--- src/rtl/wav_stream_parser_pkg.sv ---
// Shared definitions for the RIFF/WAVE stream parser: parser states, chunk IDs
// packed little-endian exactly as they arrive on the byte stream, and PCM constants.
package wav_stream_parser_pkg;

    typedef enum logic [3:0] {
        ST_IDLE,
        ST_RIFF_ID,
        ST_RIFF_SZ,
        ST_FORM,
        ST_CK_ID,
        ST_CK_SZ,
        ST_FMT,
        ST_SKIP,
        ST_PAD,
        ST_DATA,
        ST_ERROR
    } state_t;

    localparam logic [31:0] ID_RIFF  = 32'h46464952;
    localparam logic [31:0] ID_WAVE  = 32'h45564157;
    localparam logic [31:0] ID_FMT   = 32'h20746D66;
    localparam logic [31:0] ID_DATA  = 32'h61746164;
    localparam logic [15:0] PCM_FMT  = 16'd1;
    localparam logic [15:0] PCM_BITS = 16'd16;

    function automatic logic [7:0] id_byte(input logic [31:0] id, input logic [1:0] idx);
        return id[8*idx +: 8];
    endfunction

endpackage

--- src/rtl/wav_stream_parser.sv ---
// RIFF/WAVE parser between the SD byte stream and the sample buffer: validates the
// header, captures the fmt fields, skips unknown chunks and emits 16-bit PCM samples.
module wav_stream_parser
    import wav_stream_parser_pkg::*;
#(
    parameter int FMT_MIN_LEN = 16,
    parameter bit ALLOW_MONO  = 1'b1
) (
    input  logic        clk,
    input  logic        rst,
    input  logic        start,
    input  logic [7:0]  byte_data,
    input  logic        byte_valid,
    output logic        busy,
    output logic        hdr_valid,
    output logic [31:0] sample_rate,
    output logic [15:0] num_channels,
    output logic [31:0] data_bytes,
    output logic [15:0] sample_data,
    output logic        sample_valid,
    output logic        done,
    output logic        error
);

    state_t      state, next_state;
    logic [23:0] sh;
    logic [31:0] ck_id;
    logic [31:0] rem;
    logic [1:0]  cnt;
    logic [4:0]  off;
    logic        odd;
    logic        phase;
    logic [15:0] fmt_audio, fmt_ch, fmt_bits;
    logic [31:0] fmt_rate;

    logic [31:0] word;
    logic [15:0] half;
    logic [15:0] bits_now;
    logic        accept, last_byte, ch_ok, fmt_ok, size_short;

    // word is the 32-bit LE value completed by the current byte; half the 16-bit one.
    assign word       = {byte_data, sh};
    assign half       = {byte_data, sh[23:16]};
    assign busy       = (state != ST_IDLE) && (state != ST_ERROR);
    assign accept     = byte_valid && busy && !start;
    assign last_byte  = (rem == 32'd1);
    assign bits_now   = (off == 5'd15) ? half : fmt_bits;
    assign ch_ok      = (fmt_ch == 16'd2) || (ALLOW_MONO && (fmt_ch == 16'd1));
    assign fmt_ok     = (fmt_audio == PCM_FMT) && (bits_now == PCM_BITS) && ch_ok;
    assign size_short = word < 32'(FMT_MIN_LEN);

    always_ff @(posedge clk or posedge rst) begin
        if (rst) state <= ST_IDLE;
        else     state <= next_state;
    end

    // NOTE: next_state is assigned before the case so every path has a value; no latch is inferred.
    always_comb begin
        next_state = state;
        if (start) begin
            next_state = ST_RIFF_ID;
        end else if (accept) begin
            case (state)
                ST_RIFF_ID: begin
                    if (byte_data != id_byte(ID_RIFF, cnt)) next_state = ST_ERROR;
                    else if (cnt == 2'd3)                   next_state = ST_RIFF_SZ;
                end
                ST_RIFF_SZ: if (cnt == 2'd3) next_state = ST_FORM;
                ST_FORM: begin
                    if (byte_data != id_byte(ID_WAVE, cnt)) next_state = ST_ERROR;
                    else if (cnt == 2'd3)                   next_state = ST_CK_ID;
                end
                ST_CK_ID: if (cnt == 2'd3) next_state = ST_CK_SZ;
                ST_CK_SZ: begin
                    if (cnt == 2'd3) begin
                        if (ck_id == ID_FMT)       next_state = size_short ? ST_ERROR : ST_FMT;
                        else if (ck_id == ID_DATA) begin
                            if (!hdr_valid)           next_state = ST_ERROR;
                            else if (word == 32'd0)   next_state = ST_IDLE;
                            else                      next_state = ST_DATA;
                        end
                        else if (word == 32'd0)    next_state = ST_CK_ID;
                        else                       next_state = ST_SKIP;
                    end
                end
                ST_FMT: begin
                    if (last_byte) begin
                        if (!fmt_ok)  next_state = ST_ERROR;
                        else if (odd) next_state = ST_PAD;
                        else          next_state = ST_CK_ID;
                    end
                end
                ST_SKIP: if (last_byte) next_state = odd ? ST_PAD : ST_CK_ID;
                ST_PAD:  next_state = ST_CK_ID;
                ST_DATA: if (last_byte) next_state = ST_IDLE;
                default: ;
            endcase
        end
    end

    // NOTE: all sequential state uses non-blocking assignments so every register samples pre-edge values.
    always_ff @(posedge clk or posedge rst) begin
        if (rst) begin
            sh <= '0; ck_id <= '0; rem <= '0; cnt <= '0; off <= '0; odd <= 1'b0; phase <= 1'b0;
            fmt_audio <= '0; fmt_ch <= '0; fmt_bits <= '0; fmt_rate <= '0;
            hdr_valid <= 1'b0; sample_rate <= '0; num_channels <= '0; data_bytes <= '0;
            sample_data <= '0; sample_valid <= 1'b0; done <= 1'b0; error <= 1'b0;
        end else if (start) begin
            sh <= '0; ck_id <= '0; rem <= '0; cnt <= '0; off <= '0; odd <= 1'b0; phase <= 1'b0;
            fmt_audio <= '0; fmt_ch <= '0; fmt_bits <= '0; fmt_rate <= '0;
            hdr_valid <= 1'b0; sample_rate <= '0; num_channels <= '0; data_bytes <= '0;
            sample_data <= '0; sample_valid <= 1'b0; done <= 1'b0; error <= 1'b0;
        end else begin
            sample_valid <= 1'b0;
            if (accept) begin
                sh <= word[31:8];
                if (state inside {ST_RIFF_ID, ST_RIFF_SZ, ST_FORM, ST_CK_ID, ST_CK_SZ})
                    cnt <= cnt + 2'd1;
                if (next_state == ST_ERROR)
                    error <= 1'b1;
                case (state)
                    ST_CK_ID: if (cnt == 2'd3) ck_id <= word;
                    ST_CK_SZ: begin
                        if (cnt == 2'd3) begin
                            rem   <= word;
                            odd   <= word[0];
                            off   <= '0;
                            phase <= 1'b0;
                            if ((ck_id == ID_DATA) && hdr_valid) begin
                                data_bytes <= word;
                                if (word == 32'd0) done <= 1'b1;
                            end
                        end
                    end
                    ST_FMT: begin
                        rem <= rem - 32'd1;
                        if (off != 5'd16) off <= off + 5'd1;
                        case (off)
                            5'd1:    fmt_audio <= half;
                            5'd3:    fmt_ch    <= half;
                            5'd7:    fmt_rate  <= word;
                            5'd15:   fmt_bits  <= half;
                            default: ;
                        endcase
                        // Outputs only change once a whole fmt chunk has been validated.
                        if (last_byte && fmt_ok) begin
                            hdr_valid    <= 1'b1;
                            sample_rate  <= fmt_rate;
                            num_channels <= fmt_ch;
                        end
                    end
                    ST_SKIP: rem <= rem - 32'd1;
                    ST_DATA: begin
                        rem   <= rem - 32'd1;
                        phase <= ~phase;
                        if (phase) begin
                            sample_data  <= half;
                            sample_valid <= 1'b1;
                        end
                        if (last_byte) done <= 1'b1;
                    end
                    default: ;
                endcase
            end
        end
    end

endmodule

--- config.mk ---
export PLATFORM = sky130hd
export DESIGN_NAME = wav_stream_parser
export DESIGN_NICKNAME = d
export VERILOG_FILES = /design/src/rtl/wav_stream_parser_pkg.sv /design/src/rtl/wav_stream_parser.sv
export SDC_FILE = /design/constraint.sdc
export NUM_CORES = 1
export LEC_CHECK = 0
export ABC_AREA = 0
export CAP_MARGIN = 20
export CORE_ASPECT_RATIO = 0.8
export CORE_MARGIN = 3
export CORE_UTILIZATION = 40
export CTS_CLUSTER_SIZE = 8
export DETAILED_ROUTE_END_ITERATION = 12
export GPL_TIMING_DRIVEN = 0
export PLACE_DENSITY_LB_ADDON = 0.25
export SLEW_MARGIN = 20
export SYNTH_ARGS = -nofsm -noshare
export SYNTH_HDL_FRONTEND = slang
export SYNTH_SLANG_ARGS = --single-unit
--- constraint.sdc ---
create_clock -name clk -period 11.2 [get_ports clk]
set_input_delay 2.8 -clock clk [delete_from_list [all_inputs] [get_ports clk]]
set_output_delay 2.8 -clock clk [all_outputs]
set_load 0.01 [all_outputs]
# Yosys cells after proc, flatten, opt, wreduce, memory -nomap -nowiden
# Cells that the tools add are included.
# word_totals
ff_bits	281
input_bits	12
output_inout_bits	101
wordCells	200
# classes
addsub	3
magnitude_cmp	1
n_eq_ne	31
n_shift	2
muxes	97
bitwise	1
n_reduce_logical	45
# op_table
op	count
32-bit 2-to-1 mux	19
16-bit 2-to-1 mux	20
4-bit 2-to-1 mux	19
32-bit case mux with 2 select lines	1
32-bit by 6-bit indexed part select with 8-bit output (first input constant)	2
24-bit 2-to-1 mux	2
4-bit case mux with 9 select lines	1
16-bit by 1-bit equality test with 1-bit output (second input constant)	2
32-bit by 1-bit equality test with 1-bit output (second input constant)	1
32-bit by 30-bit equality test with 1-bit output (second input constant)	1
32-bit by 31-bit equality test with 1-bit output (second input constant)	1
32-bit logical NOT	1
32-bit by 5-bit less-than comparator with 1-bit output (second input constant)	1
32-bit by 1-bit subtractor with 32-bit output (second input constant)	1
2-bit nonzero test	14
3-bit AND reduction	9
1-bit 2-to-1 mux	24
5-bit 2-to-1 mux	4
16-bit by 2-bit equality test with 1-bit output (second input constant)	1
16-bit by 5-bit equality test with 1-bit output (second input constant)	1
4-bit by 3-bit equality test with 1-bit output (second input constant)	4
8-bit != test	2
4-bit equality test (second input constant)	3
3-bit != test (second input constant)	4
26 further kinds	42

# Depth between registers and ports, before layout
# Gate-level depths: netlist of run 1.
# logic_depth
word_depth	14
mapped_depth	12
ltp_nobuf	10

# Worst setup path before layout of run 1
# No wires, ideal clock.
# synth_path
path_type	input-to-reg
from	in byte_data[3]
to	reg sample_rate[0]
setup_ps	136
arrival_ps	4485
required_ps	11064
setup_slack_ps	6578
cell_stages	9
n_path_buf	2
path_cell_list	nor4_1 -> mux2i_1 -> nor4_1 -> nand2_1 -> or3_1 -> buf_2 -> buf_6 -> nand2_1 -> a21oi_1
# synth_between
elab_chain_cells	7
# synth_lines
item	line_no	rtl
start: declaration	wav_stream_parser.sv:12	input logic [7:0] byte_data,
16-bit 2-to-1 mux	n/a	
16-bit by 5-bit equality test with 1-bit output	wav_stream_parser.sv:49	assign fmt_ok = (fmt_audio == PCM_FMT) && (bits_now == PCM_BITS) && ch_ok;
1-bit logical AND (2 in series)	wav_stream_parser.sv:49	
1-bit logical AND	wav_stream_parser.sv:146	if (last_byte && fmt_ok) begin
2-bit nonzero test (no line)	n/a	
3-bit AND reduction (no line)	n/a	
end signal: assignment	wav_stream_parser.sv:148	sample_rate <= fmt_rate;
end: declaration	wav_stream_parser.sv:16	output logic [31:0] sample_rate,
# No other way between the ends.
# A chain may end at the register's enable or synchronous reset.

# Worst setup path after layout of run 1
# layout_path
from	in byte_data[3]
to	reg sample_rate[1]
# The elaborated chain is that of the path after synthesis.

==> flow_summary_export.csv, run 1 <==
group,metric,value,unit
power,leak_pwr,6.726,nW
sta,sum_neg_setup_slack,0,ps
global_route,grt_pass1_vias,11150,
power,switchingPower,0.0007600,W
cts,clock_tree_from_tritoncts,"done",
worst_setup_path,cp_data_arrival_time,6600,ps
placed_design,numPortBuffers,111,
global_route,pin_count_of_the_biggest_net_entering_global_routing,107,
global_route,globalRoute.totalOverflow,0,
route,first_iter_violations,1096,
sta,max_clock_freq,0.1628,GHz
sta,fin_skew,21.33,ps
power,power.share.switching,29.00,%
placed_design,hpwlAfterDp,27.78,mm
synth,synth_nets,1445,
synth,synth_area_per_cell,9.094,um2
synth,synthDistinctLibCells,69,
synth,async_reset_ff_share,100.0,%
placed_design,dpl.cell_count,1955,
synth,netlist_area,12930,um2
route,postRouteWirelength,40.75,mm
synth,synth_area_leader_cell,"dfrtp_1",
route,first_pass_iteration_count_of_the_detailed_router,7,
synth,top_area_cells_in_the_synthesized_netlist,"dfrtp_1 (54%), nand2_1 (9.9%), a21oi_1 (6.1%)",
sta,worstMarginPinSlew,1155,ps
global_route,global_route.usage.total,23.34,%
worst_setup_path,end_kind,"flip-flop",
global_route,antenna_found_initial,1,
cts,worstSkewPairLatency,550,ps
cts,ctsResizeCount,0,
sta,postLayoutSetupSlackWorst,5057,ps
die,fp.dieArea,34540,um2
cts,cts_inserted_buffers,41,
power,power_frac_seq,40.8,%
status,status,"complete, no violations",
synth,synth.yosys.seq_area_share,54.38,%
route,routed_wire_length_per_instance,20.35,um
die,core,31640,um2
route,post_detailed_route_drc_marker_count,0,
synth,synth_top_area_share,54.38,%
sta,final_hold_viol_count,0,
finish,final_cell_area,15770,um2
finish,final-instance-count-excl-fill,2002,
global_route,wire_length_of_the_first_global_routing_pass,64.31,mm
power,internal-power,0.001861,W
cts,hold_buffers,0,
placed_design,dpl-instance-area,14630,um2
placed_design,globalplace.congestion,0.9144,
die,effective_utilization_at_floorplan,40.87,%
hold_path,type_of_the_tightest_min_delay_check,"flip-flop to flip-flop",
sta,max-slew-margin-rel,23.03,%
sta,min_period,6143,ps
route,count_of_antenna_violating_nets_left_after_detailed_routing,0,
die,row_count,58,
sta,rsz_0062_raised_after_global_routing,"no",
cts,clk_pin_slew,50,ps
synth,syn_inst,1422,
synth,yosys_register_bits,281,
synth,synth_top_flop_cell,"dfrtp_1",
worst_setup_path,kind_of_critical_path,"input port to flip-flop",
worst_setup_path,worstSetupStartpointType,"input port",
sta,report.final.setup_viol,0,
finish,antenna_cells_inserted,0,
cts,h_tree_depth,2,
sta,slew_viol_final,0,
worst_setup_path,worstPathMaxFanout,10,
finish,post-route-util,49.83,%
power,power_frac_comb,15.9,%
cts,cts.sink_count,281,
power,p_per_area,166.3,nW/um2
die,die_y,166.8,um
finish,layout-drive-gt1-share,5.120,%
cts,cts.root.buffer_cell,"clkbuf_16",
worst_setup_path,worstPathRequired,11650,ps
power,vdd.ir_drop.worst,0.0001014,V
job,max_cap_violations,0,
route,detailroute.via_count,11290,
finish,design.final.nets,1601,
cts,clock_tree.buffer_depth,3,
die,die-width,207.0,um
route,drt-vias-per-instance,5.638,
cts,postCtsSetupRepairBufs,0,
die,pin_count,113,
synth,synth-edff-count,0,
finish,syn_to_final_growth,21.92,%
power,p_clk_share,43.3,%
synth,ys.warnings.count,0,
placed_design,setup_slack_placement,4582,ps
sta,final_min_period_over_clock_period,54.85,%
-- worst max-delay path: stages --
cell	delay, ps
clkdlybuf4s50_1	500
nor4_1	780
mux2i_1	230
nor4_1	740
nand2_1	230
nor3_2	690
buf_2	360
nand2_1	100
a21oi_1	160
-- state kept, by name, summed over array words and instances (netlist names), 2 cells and up --
register and count:
num_channels 16, sample_rate 32, sample_data 16, fmt_rate 32, rem 32, fmt_ch 16, data_bytes 32, fmt_bits 16
fmt_audio 16, ck_id 32, cnt 2, off 5, state 4, sh 24
-- final cells by class --
class                      instances  area (um2)
clock buffer                      44        1069
clock inverter                     3       66.31
buffer                           106       445.4
sequential                       281        7032
inverter                          17       71.32
multi-input combinational       1018        5390
timing repair buffer             113        1166
fill                            3055       15880
tap                              420       525.5
-- logic make-up (layout without fill, tap and decap cells) --
family	Yosys count	after routing	synth area share (%)
fa+ha+maj	11	11	1.064
compound gates	334	334	14.70
buf+inv	123	283	3.938
simple gates	611	611	21.21
mux	53	53	4.103
flops	281	281	54.38
xor+xnor	9	9	0.6095
-- synth_stat cells (all sizes together), types with 3 or more instances --
master  count
xnor2       4
a31oi       6
or4         4
nor4b       7
nand3      17
o211ai      4
a22oi      12
a21o        3
clkbuf     85
and3       23
nand2     341
buf        21
nor2b       4
ha         11
a311oi      3
a21oi     159
dfrtp     281
o21ai     104
nor3b       3
o31ai       4
o22ai       3
inv        16
or2         4
nand4      10
or3         8
nor4       28
xor2        5
nor4bb      4
mux2i      53
nor3       26
a22o       15
nor2      121
-- stage by stage --
step / power, W / hold slack, ps
6_report: 0.002621 / 474.2
3_3_place_gp: 0.001487 / 469.1
3_5_place_dp: 0.001493 / 472.5
4_1_cts: 0.002628 / 482.5
2_1_floorplan: 0.001354 / 458.1
5_1_grt: 0.002722 / 505.9
-- cells in the final DEF, fill, tap and decap left out, types with 12 or more instances in the layout --
cell and count:
nand3_1 16, o21ai_0 97, and3_1 23, inv_1 15, nor3_1 23, clkbuf_1 86, a22oi_1 12, clkbuf_16 42
a22o_1 15, a21oi_1 158, nor4_1 27, clkdlybuf4s50_1 111, mux2i_1 53, dfrtp_1 281, nand2_1 341, nor2_1 120
-- final timing paths --
kind | start | end | slack (ps) | depth (start not counted)
worst max-delay path | byte_data[3] | sample_rate[1] | 5060 | 9
worst min-delay path | data_bytes[19] | data_bytes[19] | 470 | 2
worst max register to register | off[0] | sample_rate[1] | 7480 | 10
worst min register to register | data_bytes[19] | data_bytes[19] | 470 | 2
max in group asynchronous | rst | fmt_rate[11] | 7080 | 4
min in group asynchronous | rst | data_bytes[27] | 2720 | 2
-- routing by layer --
layer	share of wire [%]	vias up	global-route usage [%]
met4	3.3	2	8.142
li1	-	5191	-
met1	45	5554	32.87
met3	7.7	103	4.953
met5	0.029	-	0
met2	44	438	35.95
-- power groups by stage --
stage	logic [W]	registers, W	clock network (W)
final	0.000416	0.00107	0.00113
after global routing	0.000458	0.00107	0.00119
after CTS	0.000409	0.00107	0.00115
after detailed placement	0.000408	0.00109	0
after global placement	0.000401	0.00109	0
after floorplan	0.000276	0.00108	0
(Power assumes the default switching activity.)
==> inputs of run 2 (changes only) <==
==> constraint.sdc (replaced) <==
create_clock -name clk -period 5.2 [get_ports clk]
set_input_delay 1.3 -clock clk [delete_from_list [all_inputs] [get_ports clk]]
set_output_delay 1.3 -clock clk [all_outputs]
set_load 0.01 [all_outputs]
==> run 2 against run 1 <==
Compared with the run above:
- global-route usage grew 0.23 points
- hold slack better by 3.6 ps
- clock-buffer cell count down 1
- largest cell class unchanged
- sequential share of layout area fell by 0.26 points
- critical path type unchanged
- register-to-register slack got worse by 5900 ps
- combinational power up 120%
- flip-flop and latch count is the same
- clock power grew 110%
- clock skew is 5.2 ps lower
- first-iteration DRC count is 14% lower
==> flow_summary_export.csv, run 2 (synthesis results as in run 1) <==
group,metric,value,unit
cts,h_tree_depth,2,
placed_design,dpl-instance-area,14760,um2
die,core,31640,um2
status,status,"complete, no violations",
cts,cts.sink_count,281,
route,routed_wire_length_per_instance,20.62,um
route,count_of_antenna_violating_nets_left_after_detailed_routing,0,
cts,cts.root.buffer_cell,"clkbuf_16",
cts,ctsResizeCount,0,
finish,syn_to_final_growth,22.64,%
cts,cts_inserted_buffers,41,
finish,final_cell_area,15860,um2
finish,leading_cell_type_in_the_layout_fill_and_taps_excluded,"nand2_1",
worst_setup_path,end_kind,"flip-flop",
cts,clk_pin_slew,50,ps
placed_design,globalplace.congestion,0.8909,
worst_setup_path,r2r_start,"off[0]",
sta,report.final.setup_viol,0,
route,postRouteWirelength,41.41,mm
worst_setup_path,critical_path.slowest_cell,"nor4_1",
finish,layout-drive-gt1-share,5.479,%
die,fp.dieArea,34540,um2
sta,postLayoutSetupSlackWorst,732.8,ps
sta,min_period,4467,ps
worst_setup_path,slowest_stage_delay_on_critical_path,700,ps
worst_setup_path,kind_of_critical_path,"input port to flip-flop",
worst_setup_path,worstPathMaxFanout,10,
sta,max_clock_freq,0.2239,GHz
finish,layout.cells.most_common_list,"nand2_1 (341), dfrtp_1 (281), a21oi_1 (158)",
die,pin_count,113,
die,row_count,58,
worst_setup_path,crit_path_cell_trace,"clkdlybuf4s50_1 > nor4_1 > mux2i_1 > nor4_1 > nand2_1 > nor3_2 > buf_2 > nand2_1 > a21oi_1",
cts,postCtsSetupRepairBufs,0,
sta,rsz_0062_raised_after_global_routing,"no",
hold_path,min_from,"data_bytes[12]",
finish,post-route-util,50.12,%
sta,worstMarginPinSlew,1136,ps
die,die-width,207.0,um
global_route,antenna_found_initial,0,
hold_path,type_of_the_tightest_min_delay_check,"flip-flop to flip-flop",
cts,worstSkewPairLatency,540,ps
finish,final-instance-count-excl-fill,2008,
sta,sum_neg_setup_slack,0,ps
power,leak_pwr,6.765,nW
worst_setup_path,critical_path.n_buffers_inverters,2,
worst_setup_path,cp_data_arrival_time,4920,ps
placed_design,dpl.cell_count,1962,
die,die_y,166.8,um
route,post_detailed_route_drc_marker_count,0,
cts,clock_tree.buffer_depth,3,
worst_setup_path,worstPathRequired,5650,ps
route,drt-vias-per-instance,5.615,
die,effective_utilization_at_floorplan,40.87,%
sta,slew_viol_final,0,
cts,hold_buffers,0,
global_route,global_route.usage.total,23.57,%
global_route,grt_pass1_vias,11190,
worst_setup_path,worstSetupStartpointType,"input port",
route,first_pass_iteration_count_of_the_detailed_router,7,
finish,design.final.nets,1608,
job,max_cap_violations,0,
sta,final_hold_viol_count,0,
sta,final_min_period_over_clock_period,85.91,%
cts,clock_tree_from_tritoncts,"done",
worst_setup_path,cpLargestDelayFamily,"simple AND/OR/NAND/NOR gates",
global_route,pin_count_of_the_biggest_net_entering_global_routing,35,
placed_design,setup_slack_placement,336.7,ps
power,vdd.ir_drop.worst,0.0002213,V
global_route,wire_length_of_the_first_global_routing_pass,65.10,mm
sta,fin_skew,16.09,ps
power,p_per_area,352.3,nW/um2
worst_setup_path,timing.critical_path.from,"byte_data[3]",
finish,fillers,3051,
finish,antenna_cells_inserted,0,
placed_design,hpwlAfterDp,28.46,mm
route,first_iter_violations,944,
route,detailroute.via_count,11270,
sta,max-slew-margin-rel,24.28,%
global_route,globalRoute.totalOverflow,0,
placed_design,numPortBuffers,111,
-- run 2: changes by cell type in the layout (fill, tap and decap cells not counted), sizes merged --
cell      previous run  this run
buf                 23        30
bufinv               1         0
clkbuf             129       128
clkinv               2         3
clkinvlp             0         1
inv                 17        16
-- run 2: worst paths after layout --
check / depth (start not counted) / to / slack, ps
setup reg to reg: 10 / sample_rate[3] / 1580
hold reg to reg: 2 / data_bytes[12] / 480
max in group asynchronous: 6 / ck_id[15] / 2690
setup / recovery: 9 / sample_rate[3] / 730
hold / removal: 2 / data_bytes[12] / 480
min in group asynchronous: 2 / fmt_bits[13] / 1230
-- run 2: metal layers --
layer	global-route usage, %	wire length, um
met5	0	0
met4	7.404	1365
met3	5.311	3301
met2	36.16	18160
met1	33.45	18590
-- run 2: cell type report --
type                    count  area [um2]  area share [%]
flip-flops and latches    281        7032           44.34
multi-input cells        1018        5390           33.99
repair buffers            120        1299           8.189
clock buffers              43        1055           6.651
well taps                 420       525.5           3.314
plain buffers             106       445.4           2.809
inverters                  17       67.56          0.4260
clock inverters             3       45.04          0.2840
-- run 2: power breakdown --
part           internal (W)  total [W]  switching [W]
clock network       0.00143    0.00237       0.000944
registers           0.00224    0.00231      0.0000644
logic              0.000286   0.000909       0.000624
total               0.00395    0.00559        0.00163
-- run 2: per-stage QoR --
stage | total power (W) | hold slack [ps]
finish | 0.005587 | 477.9
CTS | 0.005619 | 483.1
global route | 0.005818 | 508.7
floorplan | 0.002918 | 458.1
global placement | 0.003206 | 468.3
detailed placement | 0.003232 | 472.6
-- run 2: worst register-to-register path, stage by stage (launching register included) --
cell     delay (ps)
dfrtp_1         440
ha_1            290
and3_1          210
ha_1            280
mux2i_1         200
nor4_1          710
nand2_1         270
nor3_2          570
buf_2           340
nand2_1          90
a21oi_1         150
==> inputs of run 3 (changes only) <==
--- a/config.mk
+++ b/config.mk
@@ -9,7 +9,7 @@
 export CAP_MARGIN = 20
 export CORE_ASPECT_RATIO = 0.8
 export CORE_MARGIN = 3
-export CORE_UTILIZATION = 40
+export CORE_UTILIZATION = 51
 export CTS_CLUSTER_SIZE = 8
 export DETAILED_ROUTE_END_ITERATION = 12
 export GPL_TIMING_DRIVEN = 0
==> run 3 against run 2 <==
Compared with the run above:
- first-iteration DRC count rose by 31%
- highest routed layer is now met5
- design area fell by 0.84%
- core utilization rose by 14 points
- critical path type unchanged
==> flow_summary_export.csv, run 3 (synthesis results as in run 1) <==
group,metric,value,unit
global_route,wire_length_of_the_first_global_routing_pass,63.65,mm
hold_path,worstHoldPathCells,2,
route,first_pass_iteration_count_of_the_detailed_router,5,
cts,ctsResizeCount,0,
die,pin_count,113,
cts,cts.root.buffer_cell,"clkbuf_16",
sta,max_clock_freq,0.2191,GHz
sta,slew_viol_final,0,
cts,clock_tree_from_tritoncts,"done",
route,count_of_antenna_violating_nets_left_after_detailed_routing,0,
global_route,globalRoute.totalOverflow,0,
global_route,grt_pass1_vias,11440,
finish,final_cell_area,15730,um2
finish,post-route-util,63.85,%
finish,fillers,2041,
cts,postCtsSetupRepairBufs,0,
placed_design,dpl.cell_count,1860,
worst_setup_path,ff2ff_path_depth,10,
finish,multi_input_area,5390,um2
power,leak_pwr,6.761,nW
finish,design.final.nets,1608,
finish,leading_cell_type_in_the_layout_fill_and_taps_excluded,"nand2_1",
finish,layout.cells.most_common_list,"nand2_1 (341), dfrtp_1 (281), a21oi_1 (158)",
global_route,antenna_found_initial,1,
die,effective_utilization_at_floorplan,52.50,%
power,vdd.ir_drop.worst,0.0002117,V
placed_design,globalplace.congestion,0.9483,
worst_setup_path,worstSetupStartpointType,"input port",
die,die_y,148.4,um
die,core,24630,um2
cts,h_tree_depth,2,
sta,sum_neg_setup_slack,0,ps
placed_design,numPortBuffers,111,
cts,worstSkewPairLatency,530,ps
die,die-width,184.0,um
hold_path,timing.hold.worst_endpoint,"data_bytes[18]",
cts,cts_inserted_buffers,41,
global_route,pin_count_of_the_biggest_net_entering_global_routing,36,
cts,cts.sink_count,281,
finish,layout-drive-gt1-share,5.479,%
finish,antenna_cells_inserted,0,
route,first_iter_violations,1238,
worst_setup_path,worstPathRequired,5640,ps
worst_setup_path,r2r_start,"off[0]",
worst_setup_path,kind_of_critical_path,"input port to flip-flop",
sta,worstMarginPinSlew,1093,ps
worst_setup_path,worstPathMaxFanout,10,
sta,final_hold_viol_count,0,
route,postRouteWirelength,40.32,mm
worst_setup_path,r2r_end,"sample_rate[2]",
worst_setup_path,end_kind,"flip-flop",
finish,final-instance-count-excl-fill,1906,
route,routed_wire_length_per_instance,21.15,um
cts,hold_buffers,0,
power,p_per_area,354.3,nW/um2
sta,rsz_0062_raised_after_global_routing,"no",
worst_setup_path,reg2reg_setup_slack,1520,ps
cts,clock_tree.buffer_depth,3,
global_route,global_route.usage.total,29.64,%
placed_design,dpl-instance-area,14620,um2
die,fp.dieArea,27310,um2
worst_setup_path,cp_data_arrival_time,5010,ps
route,detailroute.via_count,11590,
hold_path,type_of_the_tightest_min_delay_check,"flip-flop to flip-flop",
sta,fin_skew,10.85,ps
sta,report.final.setup_viol,0,
status,status,"complete, no violations",
placed_design,hpwlAfterDp,27.21,mm
cts,clk_pin_slew,50,ps
die,row_count,51,
hold_path,min_from,"data_bytes[18]",
sta,final_min_period_over_clock_period,87.76,%
sta,max-slew-margin-rel,27.12,%
finish,area.sequential,7032,um2
job,max_cap_violations,0,
sta,min_period,4564,ps
finish,syn_to_final_growth,21.62,%
route,post_detailed_route_drc_marker_count,0,
route,drt-vias-per-instance,6.080,
## run 3: cell counts in the layout (fill, tap and decap cells not counted)
Identical to the previous run, type by type.
## run 3: per-stage QoR
stage / setup slack, ps / total power [W] / hold WS, ps
2_1_floorplan: 178.7 / 0.002918 / 458.1
3_3_place_gp: -1850 / 0.003184 / 463.6
3_5_place_dp: 267.3 / 0.003216 / 471.5
4_1_cts: 787.7 / 0.005571 / 481.7
5_1_grt: 619.8 / 0.005777 / 504.6
6_report: 636.3 / 0.005572 / 475.1
## run 3: critical path, cell delays in order
cell and delay [ps]:
clkdlybuf4s50_1 510, nor4_1 740, mux2i_1 210, nor4_1 660, nand2_1 220, nor3_2 740
buf_2 370, nand2_1 100, a21oi_1 160
## run 3: worst max-delay path by stage
stage | from | end | slack, ps
2_1_floorplan | rst | ck_id[0] | 180
3_3_place_gp | rst | sample_rate[8] | -1850
3_5_place_dp | byte_data[3] | sample_rate[2] | 270
4_1_cts | byte_data[3] | sample_rate[2] | 790
5_1_grt | byte_data[3] | sample_rate[2] | 620
6_report | byte_data[3] | sample_rate[2] | 640
## run 3: layout make-up
cell class | count | share of cell area, %
Clock inverter | 3 | 0.3023
Sequential cell | 281 | 44.71
Multi-Input combinational cell | 1018 | 34.27
Tap cell | 318 | 2.530
Clock buffer | 43 | 6.707
Timing Repair Buffer | 120 | 8.211
Buffer | 106 | 2.832
Inverter | 17 | 0.4296
## run 3: power breakdown
group	switching [W]	internal (W)	total, W	leakage, nW
logic	0.000620	0.000285	0.000905	2.32
clock network	0.000937	0.00142	0.00236	0.539
registers	0.0000627	0.00224	0.00231	3.90
## run 3: layer usage
layer / wire length [um] / vias to the layer above / global-route usage (%)
li1: - / 5215 / -
met5: 11 / - / 0
met4: 1454 / 2 / 10.24
met2: 18070 / 562 / 45.76
met1: 16770 / 5677 / 41.31
met3: 4012 / 132 / 7.311
